**src/rtl/wb_regfile_if.sv**
```systemverilog
// Write-back and operand-read bundle between the pipeline and the register file.
// The master drives the write triplet and read requests; the slave returns operands.
interface wb_regfile_if #(
  parameter int DATA_W = 32,
  parameter int ADDR_W = 5
) ();
  logic              we;
  logic [ADDR_W-1:0] waddr;
  logic [DATA_W-1:0] wdata;
  logic              re1;
  logic [ADDR_W-1:0] raddr1;
  logic [DATA_W-1:0] rdata1;
  logic              re2;
  logic [ADDR_W-1:0] raddr2;
  logic [DATA_W-1:0] rdata2;

  modport master (
    output we, waddr, wdata, re1, raddr1, re2, raddr2,
    input  rdata1, rdata2
  );

  modport slave (
    input  we, waddr, wdata, re1, raddr1, re2, raddr2,
    output rdata1, rdata2
  );
endinterface

```
**src/rtl/wb_regfile.sv**
```systemverilog
// 2^ADDR_W x DATA_W register file, r0 hard-wired to zero, two combinational read
// ports with same-cycle write-to-read bypass. Registers clear asynchronously.
module wb_regfile #(
  parameter int DATA_W = 32,
  parameter int ADDR_W = 5
) (
  input  logic         clk,
  input  logic         rst,
  wb_regfile_if.slave  bus
);
  localparam int NREG = 1 << ADDR_W;

  // Flattened view of every register, slot 0 constant zero, for the read muxes.
  logic [NREG*DATA_W-1:0] file_flat;

  genvar gi;
  generate
    for (gi = 0; gi < NREG; gi++) begin : g_reg
      if (gi == 0) begin : g_zero
        assign file_flat[0 +: DATA_W] = '0;
      end else begin : g_store
        logic [DATA_W-1:0] q_reg;
        logic              wr_hit;

        assign wr_hit = bus.we && (bus.waddr == ADDR_W'(gi));

        always_ff @(posedge clk or negedge rst) begin
          if (!rst) begin
            q_reg <= '0;
          end else if (wr_hit) begin
            q_reg <= bus.wdata;
          end
        end

        assign file_flat[gi*DATA_W +: DATA_W] = q_reg;
      end
    end
  endgenerate

  logic              re_vec    [2];
  logic [ADDR_W-1:0] raddr_vec [2];
  logic [DATA_W-1:0] rdata_vec [2];

  assign re_vec[0]    = bus.re1;
  assign re_vec[1]    = bus.re2;
  assign raddr_vec[0] = bus.raddr1;
  assign raddr_vec[1] = bus.raddr2;

  generate
    for (gi = 0; gi < 2; gi++) begin : g_rport
      // Address 0 wins over the bypass, so a discarded write to r0 never leaks out.
      always_comb begin
        rdata_vec[gi] = '0;
        if (rst && re_vec[gi] && (raddr_vec[gi] != '0)) begin
          if (bus.we && (bus.waddr == raddr_vec[gi])) begin
            rdata_vec[gi] = bus.wdata;
          end else begin
            rdata_vec[gi] = file_flat[raddr_vec[gi]*DATA_W +: DATA_W];
          end
        end
      end
    end
  endgenerate

  assign bus.rdata1 = rdata_vec[0];
  assign bus.rdata2 = rdata_vec[1];
endmodule

```
**src/flat_wrapper.sv**
```systemverilog
// flat-port wrapper written by rule: the top's interface ports become plain ports
module wb_regfile_flat 
#(
  parameter int DATA_W = 32,
  parameter int ADDR_W = 5
)
  (clk, rst, bus_we, bus_waddr, bus_wdata, bus_re1, bus_raddr1, bus_re2, bus_raddr2, bus_rdata1, bus_rdata2);
  wb_regfile_if #(.DATA_W(DATA_W), .ADDR_W(ADDR_W)) bus_i ();
  input  logic clk;
  input  logic rst;
  input wire logic [$bits(bus_i.we)-1:0] bus_we;
  input wire logic [$bits(bus_i.waddr)-1:0] bus_waddr;
  input wire logic [$bits(bus_i.wdata)-1:0] bus_wdata;
  input wire logic [$bits(bus_i.re1)-1:0] bus_re1;
  input wire logic [$bits(bus_i.raddr1)-1:0] bus_raddr1;
  input wire logic [$bits(bus_i.re2)-1:0] bus_re2;
  input wire logic [$bits(bus_i.raddr2)-1:0] bus_raddr2;
  output wire logic [$bits(bus_i.rdata1)-1:0] bus_rdata1;
  output wire logic [$bits(bus_i.rdata2)-1:0] bus_rdata2;
  assign bus_i.we = bus_we;
  assign bus_i.waddr = bus_waddr;
  assign bus_i.wdata = bus_wdata;
  assign bus_i.re1 = bus_re1;
  assign bus_i.raddr1 = bus_raddr1;
  assign bus_i.re2 = bus_re2;
  assign bus_i.raddr2 = bus_raddr2;
  assign bus_rdata1 = bus_i.rdata1;
  assign bus_rdata2 = bus_i.rdata2;
  wb_regfile #(.DATA_W(DATA_W), .ADDR_W(ADDR_W)) u_core (.clk(clk), .rst(rst), .bus(bus_i));
endmodule
```
**config.mk**
```make
export PLATFORM = sky130hd
export DESIGN_NAME = wb_regfile_flat
export DESIGN_NICKNAME = d
export VERILOG_FILES = /design/src/rtl/wb_regfile_if.sv /design/src/rtl/wb_regfile.sv /design/src/flat_wrapper.sv
export SDC_FILE = /design/constraint.sdc
export NUM_CORES = 2
export LEC_CHECK = 0
export BUFFER_PORTS_ARGS = -buffer_cell sky130_fd_sc_hd__buf_2
export CELL_PAD_IN_SITES_DETAIL_PLACEMENT = 2
export CELL_PAD_IN_SITES_GLOBAL_PLACEMENT = 2
export CORE_MARGIN = 3
export CORE_UTILIZATION = 40
export CTS_CLUSTER_SIZE = 16
export DETAILED_ROUTE_END_ITERATION = 12
export PLACE_DENSITY = 0.71
export SLEW_MARGIN = 10
export SYNTH_ARGS = -nofsm -noshare
export SYNTH_HDL_FRONTEND = slang
export SYNTH_SLANG_ARGS = --single-unit
export TNS_END_PERCENT = 30
```
**constraint.sdc**
```tcl
create_clock -name clk -period 2.9 [get_ports clk]
set_input_delay 0.435 -clock clk [delete_from_list [all_inputs] [get_ports clk]]
set_output_delay 0.435 -clock clk [all_outputs]
set_load 0.05 [all_outputs]
```
==> flow_metrics.py <==
metrics = {
    "status": {
        "status": "complete, but fails checks",
        "violations": "setup timing",
    },
    "synth": {
        "syn_inst": 3757,
        "synthFlopType": "dfrtp_1",
        "syn_area_mm2": 0.0539,
        "ys_seq_area_frac": 0.460,
        "syn_area_per_cell_um2": 14.4,
        "ys_ff_latch": 992,
        "async_flop_share": 1.00,
        "synth_cell_types": 64,
        "syn_nets": 3809,
        "synth_edf_count": 0,
        "synth_warnings": 0,
    },
    "hold_path": {
        "worstHoldPathType": "input pin to register",
    },
    "finish": {
        "n_fill_cell": 12100,
        "final_util": 0.496,
        "multi_input_area_mm2": 0.0284,
        "drive_above_1_share": 0.598,
        "regArea_mm2": 0.0248,
        "nets": 4141,
        "area_delta_synth_final_pct": 22.9,
        "finalNonFillerCells": 5945,
        "largest_reg_flops": 992,
    },
    "clocking": {
        "clk_latency_ns": 0.73,
        "cts-htree-levels": 3,
        "clk_path_buf_depth": 3,
        "cts.clk_slew.worst_paths_ns": 0.06,
        "tritoncts": "built",
        "cts_buffers": 113,
        "cts_root_buffer": "clkbuf_16",
        "cts.sinks": 992,
    },
    "pwr": {
        "p_leak_uw": 0.0285,
        "vdd_drop_max_uv": 453,
        "pwr_density_cell_mw_per_mm2": 664,
    },
    "detailed_routing": {
        "avgViaCountPerCell": 6.68,
        "wire_per_inst_um": 39.3,
        "firstDrtPassIters": 5,
        "postRouteAntennaNets": 0,
        "drt_iter0_drc": 3883,
        "dr_total_vias": 39700,
        "drc": 0,
        "wirelength_mm": 233,
    },
    "grt": {
        "overflow": 0,
        "grt_pass1_vias": 43800,
        "grt_max_degree": 150,
        "grt_use_total": 0.327,
        "grt_pass1_wl_mm": 331,
        "antenna_found_initial": 6,
    },
    "setup_path": {
        "critPathTopFamily": "compound AO/OA/AOI/OAI gates",
        "cp_common_cell": "buf_4",
        "crit_buf_inv": 3,
        "worstSetupPathType": "register to output pin",
        "r2r_setup_slack_ns": 1.73,
        "worstPathRequired_ns": 2.47,
        "worstPathCellList": "buf_4, buf_4, mux2_2, a22oi_2, nor2_2, nor3_2, nor3_1, o32a_1, buf_12",
        "slowest_stage": "dfrtp_1",
        "critPathMaxFanout": 2,
        "crit_path_max_incr_delay_ns": 0.42,
        "end_kind": "output pin",
        "cp.arrival_ns": 2.72,
        "startpoint_type": "register",
    },
    "placed_design": {
        "port-buffer-count": 115,
        "finalWeightedCongestion": 0.843,
        "dp_slack_ns": -0.473,
        "dp_cells": 5692,
        "hpwl_mm": 141,
    },
    "timing": {
        "drv_slew": 0,
        "skew_ns": 0,
        "worstMarginPinSlew_ns": 0.912,
        "min_period_over_period": 1.09,
        "rsz0062_at_grt": "yes",
        "finalWorstSetupSlack_ns": -0.256,
        "hold_viol": 0,
        "finalSetupViolations": 53,
        "relSlewSlack": 0.392,
        "period_needed_ns": 3.16,
        "max_freq_mhz": 317,
    },
    "floorplanning": {
        "die_w_um": 373,
        "die_h_um": 373,
        "die_area_mm2": 0.139,
        "core_area_mm2": 0.134,
        "start_util": 0.404,
        "pin_count": 116,
        "rows": 134,
    },
    "run": {
        "drv_cap": 0,
    },
}
==> Yosys cell counts (all sizes together) (19+ instances only) <==
cell    count  area (um^2)
a211oi     51          448
a21oi      23          115
a221oi     29          254
a22oi      47          353
buf       248         1470
clkbuf    164          616
dfrtp     992        24800
mux2     1080        12200
mux2i      79          791
mux4      407         9170
nand2     109          409
nand3      28          140
nor2       58          220
nor2b      47          297
nor3       68          340
o21ai      19         95.1
o22ai     118          738
o32a       20          200
==> kinds of logic after synthesis <==
| logic type | count (synthesis) | synth area share |
|---|---|---|
| AO/OA/AOI/OAI | 401 | 0.0554 |
| XOR/XNOR | 10 | 0.00162 |
| flip-flops | 992 | 0.460 |
| AND/OR/NAND/NOR | 366 | 0.0332 |
| multiplexers | 1566 | 0.410 |
| buffers and inverters | 422 | 0.0394 |
==> layout make-up <==
cell class                      count  share of cell area
Clock buffer                      168              0.0504
Clock inverter                     32             0.00591
Timing Repair Buffer              629               0.106
Tap cell                         1768              0.0334
Sequential cell                   992               0.375
Inverter                           10            0.000566
Antenna cell                        3            0.000113
Multi-Input combinational cell   2343               0.429
==> where the power goes <==
| group | switching (uW) | internal (uW) | total (uW) |
|---|---|---|---|
| Sequential | 2410 | 16600 | 19000 |
| Combinational | 4420 | 5770 | 10200 |
| Clock | 6310 | 8530 | 14800 |
==> per-stage QoR <==
stage | setup TNS [ns] | total power [uW] | cell area (um^2) | hold slack (ns)
6_report | -6.54 | 44000 | 66300 | 0.128
3_5_place_dp | -8.93 | 28300 | 60800 | 0.266
5_1_grt | -10.30 | 45600 | 66300 | 0.141
3_3_place_gp | -7.27 | 27600 | 60800 | 0.264
2_1_floorplan | -0.799 | 24600 | 54100 | 0.139
4_1_cts | -8.28 | 43700 | 65500 | 0.101
==> path summary, 6_finish.rpt <==
path | from | cells past startpoint | end
min | bus_wdata[0] | 2 | u_core.g_reg[4].g_store.q_reg[0]
max reg2reg | u_core.g_reg[10].g_store.q_reg[28] | 4 | u_core.g_reg[10].g_store.q_reg[28]
max in group asynchronous | rst | 5 | u_core.g_reg[6].g_store.q_reg[26]
min in group asynchronous | rst | 2 | u_core.g_reg[5].g_store.q_reg[23]
min reg2reg | u_core.g_reg[14].g_store.q_reg[0] | 1 | u_core.g_reg[14].g_store.q_reg[0]
max | u_core.g_reg[1].g_store.q_reg[4] | 9 | bus_rdata2[4]
==> cells in the final DEF, fill, tap and decap left out, types with 33 or more instances in the layout <==
master / instances
clkbuf_16: 121
mux2_2: 1045
dfrtp_1: 992
nor2_1: 39
mux2i_1: 79
a22oi_1: 42
buf_4: 377
mux4_2: 407
o22ai_1: 103
nor3_1: 55
nor2b_1: 33
nand2_1: 88
buf_12: 160
buf_2: 43
==> metal layers <==
layer | vias to the layer above | track usage | part of all wire
met3 | 556 | 0.0581 | 0.069
met2 | 1804 | 0.523 | 0.47
met4 | 0 | 0.149 | 0.056
li1 | 15200 | - | -
met5 | - | 0 | 0
met1 | 22100 | 0.435 | 0.41
==> what timing repair did <==
| item | CTS | global route |
|---|---|---|
| endpoints found under the setup margin | 64 | 64 |
| pin swaps | 58 | 51 |
| endpoints found under the hold margin | 79 | 0 |
| gates resized for setup | 185 | 97 |
| setup buffers | 25 | 26 |
| hold buffers | 1 | 0 |
| cloned | 0 | 3 |
No activity file was read; power rests on OpenSTA's default activity.
